<file path="src/rtl/bin2bcd_iter.sv">
// Iterative double-dabble binary-to-BCD converter with optional two's-complement sign.
// Latency: BIN_W cycles from input accept to bcd_vld; sustained rate one result per BIN_W+1 cycles.
// Backpressure: result held in DONE until bcd_rdy; bin_rdy only while idle or while the result drains.
module bin2bcd_iter #(
    parameter int BIN_W  = 11,
    parameter int SIGNED = 1,
    parameter int DIG_N  = 4,
    localparam int OUT_W = SIGNED + 4*DIG_N
) (
    input  logic             clk,
    input  logic             rst,
    input  logic [BIN_W-1:0] bin,
    input  logic             bin_vld,
    output logic             bin_rdy,
    output logic [OUT_W-1:0] bcd,
    output logic             bcd_vld,
    input  logic             bcd_rdy,
    output logic             bcd_ovf
);

    localparam int ACC_W = 4*DIG_N;
    localparam int CNT_W = $clog2(BIN_W+1);
    localparam logic [CNT_W-1:0] CNT_LOAD = CNT_W'(BIN_W);
    localparam logic [CNT_W-1:0] CNT_ONE  = CNT_W'(1);

    localparam logic [1:0] S_IDLE = 2'd0;
    localparam logic [1:0] S_CONV = 2'd1;
    localparam logic [1:0] S_DONE = 2'd2;

    logic [1:0]       state_q, state_d;
    logic [ACC_W-1:0] acc_q, acc_d;
    logic [BIN_W-1:0] mag_q, mag_d;
    logic [CNT_W-1:0] cnt_q, cnt_d;
    logic             sign_q, sign_d;
    logic             ovf_q, ovf_d;
    logic [OUT_W-1:0] bcd_q, bcd_d;
    logic             bcd_vld_q, bcd_vld_d;
    logic             bcd_ovf_q, bcd_ovf_d;

    logic             in_hs;
    logic             in_neg;
    logic [BIN_W-1:0] in_mag;
    logic [ACC_W-1:0] acc_adj;
    logic [ACC_W-1:0] acc_shl;
    logic [BIN_W-1:0] mag_shl;
    logic             carry_out;
    logic             step_ovf;
    logic [ACC_W-1:0] res_dig;
    logic             res_sign;
    logic [OUT_W-1:0] res_word;

    // Accept new work when idle, or when the pending result leaves this same cycle.
    assign bin_rdy = !rst && ((state_q == S_IDLE) || ((state_q == S_DONE) && bcd_rdy));
    assign in_hs   = bin_vld && bin_rdy;

    // Magnitude as unsigned BIN_W bits: the most negative input maps to 2^(BIN_W-1) without wrap.
    assign in_neg  = (SIGNED != 0) && bin[BIN_W-1];
    assign in_mag  = in_neg ? (~bin + BIN_W'(1)) : bin;

    // Double-dabble correction: any digit >= 5 gets +3 so the following shift carries decimally.
    always_comb begin
        acc_adj = acc_q;
        for (int k = 0; k < DIG_N; k++) begin
            if (acc_q[4*k +: 4] >= 4'd5) begin
                acc_adj[4*k +: 4] = acc_q[4*k +: 4] + 4'd3;
            end
        end
    end

    // A 1 leaving the top digit means the value no longer fits in DIG_N digits; keep it sticky.
    assign {carry_out, acc_shl, mag_shl} = {acc_adj, mag_q, 1'b0};
    assign step_ovf = ovf_q | carry_out;

    // Final-step result: saturate to all nines on overflow; zero magnitude never reports a sign.
    assign res_dig  = step_ovf ? {DIG_N{4'h9}} : acc_shl;
    assign res_sign = sign_q & (step_ovf | (acc_shl != '0));
    assign res_word = OUT_W'({res_sign, res_dig});

    // Next-state logic: conversion steps, result drain, and input load (load wins as it only occurs in IDLE/DONE).
    always_comb begin
        state_d   = state_q;
        acc_d     = acc_q;
        mag_d     = mag_q;
        cnt_d     = cnt_q;
        sign_d    = sign_q;
        ovf_d     = ovf_q;
        bcd_d     = bcd_q;
        bcd_vld_d = bcd_vld_q;
        bcd_ovf_d = bcd_ovf_q;

        case (state_q)
            S_IDLE: begin
            end
            S_CONV: begin
                acc_d = acc_shl;
                mag_d = mag_shl;
                ovf_d = step_ovf;
                cnt_d = cnt_q - CNT_ONE;
                if (cnt_q == CNT_ONE) begin
                    state_d   = S_DONE;
                    bcd_d     = res_word;
                    bcd_vld_d = 1'b1;
                    bcd_ovf_d = step_ovf;
                end
            end
            S_DONE: begin
                if (bcd_rdy) begin
                    bcd_vld_d = 1'b0;
                    state_d   = S_IDLE;
                end
            end
            default: begin
                state_d = S_IDLE;
            end
        endcase

        if (in_hs) begin
            sign_d  = in_neg;
            mag_d   = in_mag;
            acc_d   = '0;
            ovf_d   = 1'b0;
            cnt_d   = CNT_LOAD;
            state_d = S_CONV;
        end
    end

    // State registers with synchronous reset; reset discards any conversion or pending result.
    always_ff @(posedge clk) begin
        if (rst) begin
            state_q   <= S_IDLE;
            acc_q     <= '0;
            mag_q     <= '0;
            cnt_q     <= '0;
            sign_q    <= 1'b0;
            ovf_q     <= 1'b0;
            bcd_q     <= '0;
            bcd_vld_q <= 1'b0;
            bcd_ovf_q <= 1'b0;
        end else begin
            state_q   <= state_d;
            acc_q     <= acc_d;
            mag_q     <= mag_d;
            cnt_q     <= cnt_d;
            sign_q    <= sign_d;
            ovf_q     <= ovf_d;
            bcd_q     <= bcd_d;
            bcd_vld_q <= bcd_vld_d;
            bcd_ovf_q <= bcd_ovf_d;
        end
    end

    assign bcd     = bcd_q;
    assign bcd_vld = bcd_vld_q;
    assign bcd_ovf = bcd_ovf_q;

endmodule

</file>
<file path="config.mk">
export PLATFORM = sky130hd
export DESIGN_NAME = bin2bcd_iter
export DESIGN_NICKNAME = d
export VERILOG_FILES = /design/src/rtl/bin2bcd_iter.sv
export SDC_FILE = /design/constraint.sdc
export NUM_CORES = 1
export LEC_CHECK = 0
export ABC_CLOCK_PERIOD_IN_PS = 1600
export CAP_MARGIN = 10
export CORE_UTILIZATION = 45
export DETAILED_ROUTE_END_ITERATION = 7
export GPL_TIMING_DRIVEN = 0
export PLACE_DENSITY = 0.67
export SYNTH_ARGS = -nofsm -noshare
export SYNTH_HDL_FRONTEND = slang
export SYNTH_SLANG_ARGS = --single-unit
export TNS_END_PERCENT = 100
</file>
<file path="constraint.sdc">
create_clock -name clk -period 1.6 [get_ports clk]
set_input_delay 0.24 -clock clk [delete_from_list [all_inputs] [get_ports clk]]
set_output_delay 0.24 -clock clk [all_outputs]
set_load 0.005 [all_outputs]
</file>
Word level (Yosys, flattened, before mapping)
Index checks and enable logic that the tools add are counted.
Widths: inputs -> output; s select.
{"block": "totals", "reg_bits": 54, "latchBits": 0, "ramBits": 0, "mem_bits_ro": 0, "input_bits": 15, "out_inout_bits": 20, "wordCells": 65, "memories": 0}
{"block": "op_classes", "add_sub_neg": 6, "multipliers": 0, "div_mod_pow": 0, "n_lt_le_gt_ge": 4, "n_eq_ne": 8, "shifts": 0, "n_mux": 17, "n_bitwise": 5, "n_reduce_logical": 14}
{"cell": "$mux 11", "n": 3}
{"cell": "$mux 4", "n": 6}
{"cell": "$add 4x2->4 const B", "n": 4}
{"cell": "$ge 4x3->1 const B", "n": 4}
{"cell": "$mux 16", "n": 1}
{"cell": "$reduce_bool 16->1", "n": 1}
{"cell": "$add 11x1->11 const B", "n": 1}
{"cell": "$not 11->11", "n": 1}
{"cell": "$reduce_and 3->1", "n": 3}
{"cell": "$ne 2x2->1 const B", "n": 3}
{"cell": "$ne 3x3->1 const B", "n": 2}
{"cell": "$pmux 2 s3", "n": 1}
{"cell": "$eq 4x1->1 const B", "n": 1}
{"cell": "$mux 2", "n": 2}
{"cell": "$reduce_bool 2->1", "n": 2}
{"cell": "$sub 4x1->4 const B", "n": 1}
{"cell": "$logic_and 1x1->1", "n": 3}
{"cell": "$mux 1", "n": 3}
{"cell": "$eq 2x1->1 const B", "n": 1}
{"cell": "$eq 2x2->1 const B", "n": 1}
{"cell": "$logic_not 2->1", "n": 1}
{"cell": "$or 1x1->1", "n": 2}
{"cell": "$pmux 1 s2", "n": 1}
{"cell": "$reduce_and 2->1", "n": 1}
{"cell": "other kinds (5)", "n": 5}

Logic depth before layout (Yosys ltp)
{"block": "logic_depth", "ltp_word": 7, "mapped_depth": 8, "depth_no_buf": 7}

Worst setup path after synthesis
Ideal clock, no wire load.
{"block": "synth_timing", "kind": "flip-flop to flip-flop", "from": "register acc_q[13]", "to": "register bcd_q[2], in the netlist bcd[2]", "setup_time_ns": 0.070, "t_arrival_ns": 1.691, "required_ns": 1.530, "setup_slack_ns": -0.162, "stages_incl_launch_ff": 9, "synth_period_minus_slack_ns": 1.762, "cell_sequence": "dfxtp_1 > inv_1 > ha_1 > nand2b_1 > nor3b_1 > a211oi_2 > buf_4 > nand3_1 > a21oi_1"}
{"block": "synth_between", "elab_chain_len": 4}
{"item": "start: declaration", "line": "31", "text": "logic [ACC_W-1:0] acc_q, acc_d;"}
{"item": "start signal: assignment", "line": "131", "text": "acc_q <= '0;"}
{"item": "start signal: assignment", "line": "141", "text": "acc_q <= acc_d;"}
{"item": "$add 4x2->4 / $ge 4x3->1 (equally long branches)", "line": "65, 64"}
{"item": "$mux 4 *", "line": "64", "text": "if (acc_q[4*k +: 4] >= 4'd5) begin"}
{"item": "$or 1x1->1 *", "line": "72", "text": "assign step_ovf = ovf_q | carry_out;"}
{"item": "$mux 16 *", "line": "75", "text": "assign res_dig = step_ovf ? {DIG_N{4'h9}} : acc_shl;"}
{"item": "end signal: assignment", "line": "136", "text": "bcd_q <= '0;"}
{"item": "end signal: assignment", "line": "146", "text": "bcd_q <= bcd_d;"}
{"item": "end: declaration", "line": "36", "text": "logic [OUT_W-1:0] bcd_q, bcd_d;"}
Mark *: on every way between the ends. The rest lies on a longest branch, timed or not.
A chain may end at the register's enable or synchronous reset.

Worst setup path after layout
{"block": "layout_timing", "from": "register cnt_q[1]", "to": "register bcd_q[16], in the netlist bcd[16]"}
{"block": "layout_between", "elab_chain_len": 2}
{"item": "start: declaration", "line": "33", "text": "logic [CNT_W-1:0] cnt_q, cnt_d;"}
{"item": "start signal: assignment", "line": "143", "text": "cnt_q <= cnt_d;"}
{"item": "$eq 4x1->1", "line": "99", "text": "if (cnt_q == CNT_ONE) begin"}
{"item": "$reduce_and 2->1 (no source line)"}
Every way passes these cells.

==> results_dict.tcl <==
set metrics [dict create \
    drtIter0Drc 187 \
    clock-root-buffer "clkbuf_8" \
    max_cap_violations 0 \
    cp_max_fo 5 \
    worstMarginPinSlew_ns 0.553 \
    final_common_cell "nand2_1" \
    synthArstFlopShare 0 \
    final_nets 442 \
    hp-class "input port to register" \
    ctsHoldBuffers 0 \
    areaGrowthSynthToFinish_pct 44.2 \
    p_leak_nw 1.49 \
    power_switching_mw 0.776 \
    min_period_ns 1.73 \
    startpoint_type "register" \
    post-route-period-util 1.08 \
    die_w_um 80.8 \
    dp_hpwl_um 5030 \
    violations "setup timing" \
    ios 35 \
    drive_gt1_frac 0.338 \
    synth_seq_cells 54 \
    hold_viol_final 0 \
    vias 2757 \
    drc 0 \
    post_synth.cell_area_avg_sq_um 7.99 \
    layout_common_cells "nand2_1, dfxtp_1, a21oi_1, clkdlybuf4s50_1, nor2_1" \
    arrival_ns 1.90 \
    synth.distinct_cells 46 \
    power.density_mw_per_mm2 712 \
    status "complete, but fails checks" \
    fin_ws_ns -0.129 \
    cts_tree "yes" \
    p_comb_frac 0.197 \
    worstSkewPairLatency_ns 0.30 \
    antenna_found_initial 0 \
    pre_cts_ws_ns -0.649 \
    antenna_cells 0 \
    cp.required_ns 1.77 \
    gp_congestion 0.785 \
    power_mw 2.87 \
    synth.cell_area_sq_mm 0.00280 \
    start_util 0.469 \
    multiInputGateArea_sq_mm 0.00192 \
    max_slew_margin 0.631 \
    ir_worst_vdd_uv 553 \
    clock-sinks 54 \
    die_h_um 80.8 \
    clock_power_share 0.304 \
    report.final.slew_viol_count 0 \
    vias_per_cell 5.60 \
    grt_overflow 0 \
    dieArea_sq_mm 0.00653 \
    cts_max_level 2 \
    yosys_warnings 0 \
    netlist_instances 350 \
    wl_um 8280 \
    postRouteAntennaNets 0 \
    rows 28 \
    netSwitchingFraction 0.270 \
    io_buffers 34 \
    coreArea_sq_mm 0.00596 \
    cts_buffer_depth 2 \
    seq_area_sq_mm 0.00111 \
    crit_path_end_kind "register" \
    fill_cells 491 \
    synth-edff-count 0 \
    fin_tns_setup_ns -1.16 \
    routedWlPerCell_um 16.8 \
    synth_ff_type "dfxtp_1" \
    grt_max_degree 16 \
    fmax_ghz 0.579 \
    p_int_mw 2.10 \
    syn_nets 376 \
    grt_pass1_vias 2496 \
    yosysSeqAreaShare 0.387 \
    cts.reportedPaths.clkPinSlew_ns 0.09 \
    clock_skew_ns 0.00510 \
    rsz0062_at_grt "yes" \
    grt_pass1_wl_um 12100 \
    grt_usage 0.243 \
    seqPwrFrac 0.499 \
    cts_made_buffers 5 \
    drt_first_pass_iters 5 \
    crit_type "register to register" \
    setup_viol_count_final 18 \
]
[layout make-up]
| type | count | share of cell area |
|---|---|---|
| buffer | 22 | 0.0373 |
| clock buffer | 8 | 0.0273 |
| inverter | 13 | 0.0140 |
| multi-input combinational | 260 | 0.476 |
| sequential | 54 | 0.275 |
| tap | 75 | 0.0233 |
| timing repair buffer | 60 | 0.147 |
[state kept, by name, summed over array words and instances (netlist names)]
| register | cells |
|---|---|
| bcd | 17 |
| ovf_q | 1 |
| cnt_q | 4 |
| sign_q | 1 |
| mag_q | 11 |
| bcd_vld | 1 |
| bcd_ovf | 1 |
| state_q | 2 |
| acc_q | 16 |
[worst max-delay path, cell delays in order, from the launching register on]
cell,delay (ns)
dfxtp_2,0.34
inv_2,0.07
ha_4,0.11
or3b_4,0.40
nor2_4,0.24
o311a_1,0.19
and4_1,0.16
a311oi_1,0.08
[path summary, 6_finish.rpt]
kind / end / from / depth (start not counted) / slack (ns)
worst max register to register: bcd[16] / cnt_q[1] / 7 / -0.13
worst max-delay path: bcd[16] / cnt_q[1] / 7 / -0.13
worst min-delay path: mag_q[0] / bin[0] / 3 / 0.22
worst min register to register: bcd[9] / bcd[9] / 2 / 0.46
[power groups by stage]
stage	Combinational, mW	Clock, mW	Sequential [mW]
final	0.566	0.872	1.43
after global routing	0.613	0.938	1.44
after global placement	0.430	0	1.47
after CTS	0.495	0.889	1.43
after floorplan	0.282	0	1.46
after detailed placement	0.435	0	1.47
[per-layer routing]
metal  GRT usage  vias to the layer above  part of all wire
li1            -                     1352                 -
met1       0.312                     1309              0.42
met2       0.416                       84              0.52
met3      0.0258                       12             0.041
met4      0.0929                        0             0.016
met5           0                        -                 0
[per-stage QoR]
| step | cell area, sq um | utilization | hold WS, ns | std cells |
|---|---|---|---|---|
| 6_report | 4030 | 0.677 | 0.225 | 492 |
| 5_1_grt | 4030 | 0.677 | 0.229 | 492 |
| 4_1_cts | 3660 | 0.614 | 0.307 | 479 |
| 3_5_place_dp | 3280 | 0.550 | 0.446 | 459 |
| 3_3_place_gp | 3280 | 0.550 | 0.440 | 459 |
| 2_1_floorplan | 2840 | - | 0.376 | 350 |
[Yosys cell counts (4+ instances only)]
cell type   n  area, sq um
nand2_1    59          221
dfxtp_1    54         1080
a21oi_1    39          195
nor2_1     33          124
clkbuf_1   16         60.1
a311oi_1   13          114
inv_1      13         48.8
nand3_1    12         60.1
ha_1       11          138
xnor2_1    11         96.3
nand2b_1    9         56.3
o21ai_0     9         45.0
a211oi_1    7         52.6
mux2i_1     7         70.1
buf_2       6         30.0
nor3b_1     5         37.5
nor3_1      4         20.0
xor2_1      4         35.0
[cell families (layout without fill, tap and decap cells)]
kind of cell               Yosys count  after routing  share of synthesized area
and+or+nand+nor                    138            138                      0.228
DFF                                 54             54                      0.387
buffers and inverters               36            103                     0.0524
AOI/OAI and AO/OA                   89             89                      0.211
adders and majority gates           11             11                     0.0492
xor gates and xnor gates            15             15                     0.0470
muxes                                7              7                     0.0251
[repair_timing]
action | CTS | global route
setup buffers | 10 | 14
endpoints found under the setup margin | 52 | 50
pin swaps | 18 | 32
cloned | 2 | 1
resized for setup | 72 | 95
Power figures use the tool's default switching activity.
